[src/rtl/serial_deserializer.sv]
// Serial-to-parallel front end for the 8-entry queue: assembles MSB-first words and
// offers each one with a one-cycle pulse until acked. Optional parity: DESERIALIZER_PARITY_EN.
module serial_deserializer #(
    parameter int WIDTH = 8
) (
    input  logic             clock_10k,
    input  logic             reset,
    input  logic             data_in,
    input  logic             write_in,
    input  logic             ack_in,
    output logic [WIDTH-1:0] data_out,
    output logic             data_ready,
    output logic             status_out,
    output logic             overrun_out,
    output logic             parity_err
);

    localparam int CW = $clog2(WIDTH+1) + 1;
`ifdef DESERIALIZER_PARITY_EN
    localparam int LAST = WIDTH;
    localparam int SW   = WIDTH;
`else
    localparam int LAST = WIDTH - 1;
    // The final data bit goes straight from data_in into the word, so the
    // shifter only has to hold the WIDTH-1 bits that came before it.
    localparam int SW   = WIDTH - 1;
`endif

    typedef enum logic [1:0] {RECEIVE, OFFER, WAIT_ACK} state_t;

    state_t           r_state, w_next;
    logic [CW-1:0]    r_cnt;
    logic [SW-1:0]    r_shift;
    logic [WIDTH-1:0] r_data;
    logic             r_status;
    logic             r_overrun;
    logic             w_last;
    logic             w_frame_ok;
    logic [WIDTH-1:0] w_word;

    assign w_last = write_in && (r_cnt == CW'(LAST));

`ifdef DESERIALIZER_PARITY_EN
    logic r_perr;
    // Even parity over data plus parity bit; the parity bit never enters the shifter.
    assign w_frame_ok = ~(^r_shift ^ data_in);
    assign w_word     = r_shift;
    assign parity_err = r_perr;

    always_ff @(posedge clock_10k or negedge reset) begin
        if (!reset)
            r_perr <= 1'b0;
        else
            r_perr <= (r_state == RECEIVE) && w_last && !w_frame_ok;
    end
`else
    assign w_frame_ok = 1'b1;
    assign w_word     = {r_shift, data_in};
    assign parity_err = 1'b0;
`endif

    always_ff @(posedge clock_10k or negedge reset) begin
        if (!reset)
            r_state <= RECEIVE;
        else
            r_state <= w_next;
    end

    always_comb begin
        w_next = r_state;
        case (r_state)
            RECEIVE:  if (w_last && w_frame_ok) w_next = OFFER;
            OFFER:    w_next = WAIT_ACK;
            WAIT_ACK: w_next = ack_in ? RECEIVE : OFFER;
            default:  w_next = RECEIVE;
        endcase
    end

    always_ff @(posedge clock_10k or negedge reset) begin
        if (!reset) begin
            r_cnt     <= '0;
            r_shift   <= '0;
            r_data    <= '0;
            r_status  <= 1'b1;
            r_overrun <= 1'b0;
        end else begin
            r_overrun <= write_in && (r_state != RECEIVE);
            case (r_state)
                RECEIVE: begin
                    if (write_in) begin
`ifdef DESERIALIZER_PARITY_EN
                        if (!w_last) r_shift <= {r_shift[SW-2:0], data_in};
`else
                        r_shift <= {r_shift[SW-2:0], data_in};
`endif
                        if (w_last) begin
                            r_cnt <= '0;
                            if (w_frame_ok) begin
                                r_data   <= w_word;
                                r_status <= 1'b0;
                            end
                        end else begin
                            r_cnt <= r_cnt + CW'(1);
                        end
                    end
                end
                WAIT_ACK: if (ack_in) r_status <= 1'b1;
                default: ;
            endcase
        end
    end

    assign data_out    = r_data;
    assign data_ready  = (r_state == OFFER);
    assign status_out  = r_status;
    assign overrun_out = r_overrun;

endmodule

[config.mk]
export PLATFORM = sky130hd
export DESIGN_NAME = serial_deserializer
export DESIGN_NICKNAME = d
export VERILOG_FILES = /design/src/rtl/serial_deserializer.sv
export SDC_FILE = /design/constraint.sdc
export NUM_CORES = 1
export LEC_CHECK = 0
export CORE_MARGIN = 1
export CORE_UTILIZATION = 45
export CTS_CLUSTER_SIZE = 40
export DETAILED_ROUTE_END_ITERATION = 10
export PLACE_DENSITY = 0.69
export SYNTH_ARGS = -nofsm -noshare
export SYNTH_HDL_FRONTEND = slang
export SYNTH_SLANG_ARGS = --single-unit
[constraint.sdc]
create_clock -name clock_10k -period 3.8 [get_ports clock_10k]
set_input_delay 0.57 -clock clock_10k [delete_from_list [all_inputs] [get_ports clock_10k]]
set_output_delay 0.57 -clock clock_10k [all_outputs]
set_load 0.01 [all_outputs]
==> results.ini <==
[run]
maxCapViolations=0

[timing]
setup_viol=0
hold_violations=0
fin_crit_sh_pct=56.1
hold_ws_ns=0.488
min_period_ns=2.13
maxSlewHeadroom_pct=31.9
worstMarginPinSlew_ns=1.02
finClkSkew_ns=0.00920
clock.fmax_ghz=0.469
drv_slew=0
tns_ns=0
rsz0062_at_grt=false

[yosys]
netlist.area_leader.share_pct=58.4
syn-num-nets=95
yosysSeqAreaShare_pct=61.1
synth_area_leaders=dfrtp_1 (58%), nand2_1 (11%), mux2_2 (9.1%), dfstp_2 (2.7%), xor2_1 (1.8%)
yosys_warnings=0
synthArstFlopShare_pct=100
synth_most_common_cell=nand2_1
ys_seq_elements=24
synth_area_leader_cell=dfrtp_1
syn_avg_cell_area_um2=11.1
ys.flop_type=dfrtp_1
synth_commonest_cells=nand2_1 (29), dfrtp_1 (23), mux2_2 (8), o21ai_0 (3)
synth_edf_count=0
synth_cells=89
syn_area_um2=985
ys_types=27

[worst_setup_path]
worstSetupEndpointType=primary output
required_ns=3.23
r2r_start=r_state[1]$_DFFE_PN0P_
cp.arrival_ns=1.56
cp_max_fo=7
reg2reg_depth=3
r2r_slack_ns=2.07
rr_endpoint=r_cnt[3]$_DFFE_PN0P_
startpoint_type=flop
path_class=reg2out

[pwr]
leakage_nw=0.578
power_density_nw_per_um2=732
irDropWorstVdd_mv=0.412

[placed_design]
placed_area_um2=1140
hpwl_mm=1.06
globalplace.congestion=0.721
port_buffers=15

[worst_hold_path]
min_path_cells=1
hold_class=reg2reg
hold_path_end=r_cnt[4]$_DFFE_PN0P_
hp-start=r_cnt[4]$_DFFE_PN0P_

[floorplan]
die-area_um2=2380
start_util_pct=49.2
die_w_um=48.8
io_pins=17
die_y_um=48.8
rows=16
coreArea_um2=2000

[grt]
grtUsageTotal_pct=15.2
gr-total-overflow=0
grt_pass1_wl_mm=2.71
grt_pass1_vias=610
antenna_found_initial=0
grt_max_degree=25

[cts]
clk_latency_ns=0.31
post-cts-setup-buffer-count=0
clock_path_buffers=2
cts_tree=done
cts_resized=0
root_buffer=clkbuf_4
numClockSinks=24
clkTransAtPathRegs_ns=0.14
cts_buffers=3
cts_htree_levels=1
postCtsHoldBufs=0

[finish]
fillCellCount=171
stdcell_area_um2=1190
drive_gt1_share_pct=13.5
nets=111
n_antenna_cell=0
area.growth.synth_to_final_pct=21.2

[routing]
drc=0
drt_wl_total_mm=1.59
drtAntennaViolNets=0
drt-pass1-iter-count=4
vias_per_cell=4.99
vias=654
wl_per_cell_um=12.2
drt_iter0_drc=7

[status]
outcome=completed

through the flow:
stage | worst slack, ns | std cells | utilization [%] | power, mW
floorplan | 2.31 | 89 | - | 0.577
global placement | 1.56 | 127 | 57.0 | 0.688
finish | 1.67 | 131 | 59.6 | 0.874
detailed placement | 1.49 | 127 | 57.0 | 0.698
CTS | 1.65 | 131 | 59.6 | 0.882
global route | 1.54 | 131 | 59.6 | 0.929
cell type report:
class                           instances  area [um2]  area share (%)
Multi-Input combinational cell         60         352            29.5
Clock inverter                          1        30.0            2.52
Tap cell                               27        33.8            2.83
Sequential cell                        24         602            50.4
Clock buffer                            3        22.5            1.89
Inverter                                1        3.75           0.314
Timing Repair Buffer                   15         150            12.6
state kept, by name (all words and copies together) (netlist names):
| name | cells |
|---|---|
| r_cnt | 5 |
| r_state | 2 |
| data_out | 8 |
| r_shift | 7 |
| status_out | 1 |
| overrun_out | 1 |
worst max path at each step:
stage	startpoint	to	slack, ns	cells after the start
finish	r_state[0]$_DFFE_PN0P_	data_ready	1.67	3
global route	r_state[0]$_DFFE_PN0P_	data_ready	1.54	3
CTS	r_state[0]$_DFFE_PN0P_	data_ready	1.65	3
detailed placement	write_in	r_cnt[3]$_DFFE_PN0P_	1.49	4
global placement	write_in	r_cnt[3]$_DFFE_PN0P_	1.56	4
floorplan	r_cnt[0]$_DFFE_PN0P_	data_out[0]$_DFFE_PN0P_	2.31	4
power breakdown:
group          leakage, nW  internal (mW)  total, mW  switching [mW]
sequential           0.310          0.360      0.434          0.0743
clock               0.0279          0.107      0.183          0.0764
combinational        0.240          0.144      0.257           0.113
total                0.578          0.610      0.874           0.264
per-layer routing:
layer	global-route usage, %	wire, um	vias up
met4	8.82	39	0
met3	2.80	45	5
met1	19.8	816	311
met5	0	0	-
li1	-	-	321
met2	23.8	691	17
cell families (layout without fill, tap and decap cells):
kind of cell,count (synthesis),count (layout),share of synthesized area [%]
xor gates and xnor gates,2,2,1.78
AOI/OAI and AO/OA,7,7,3.94
adders and majority gates,1,1,1.27
and+or+nand+nor,41,41,19.2
muxes,8,8,9.15
buffers and inverters,5,20,3.18
DFF,24,24,61.1
other,1,1,0.381
layout by cell type, fill, tap and decap left out, types with 2 or more instances in the layout:
cell type	n
clkdlybuf4s50_1	15
nor2_1	2
dfrtp_1	23
clkbuf_4	3
mux2_2	8
o21ai_0	3
nand2_1	29
nor3_1	2
xor2_1	2
worst max-delay path, cell delays in order, from the launching register on:
cell and delay [ns]:
dfrtp_1 0.49, inv_1 0.12, nor2_1 0.11, clkdlybuf4s50_1 0.54
(Power assumes the default switching activity.)
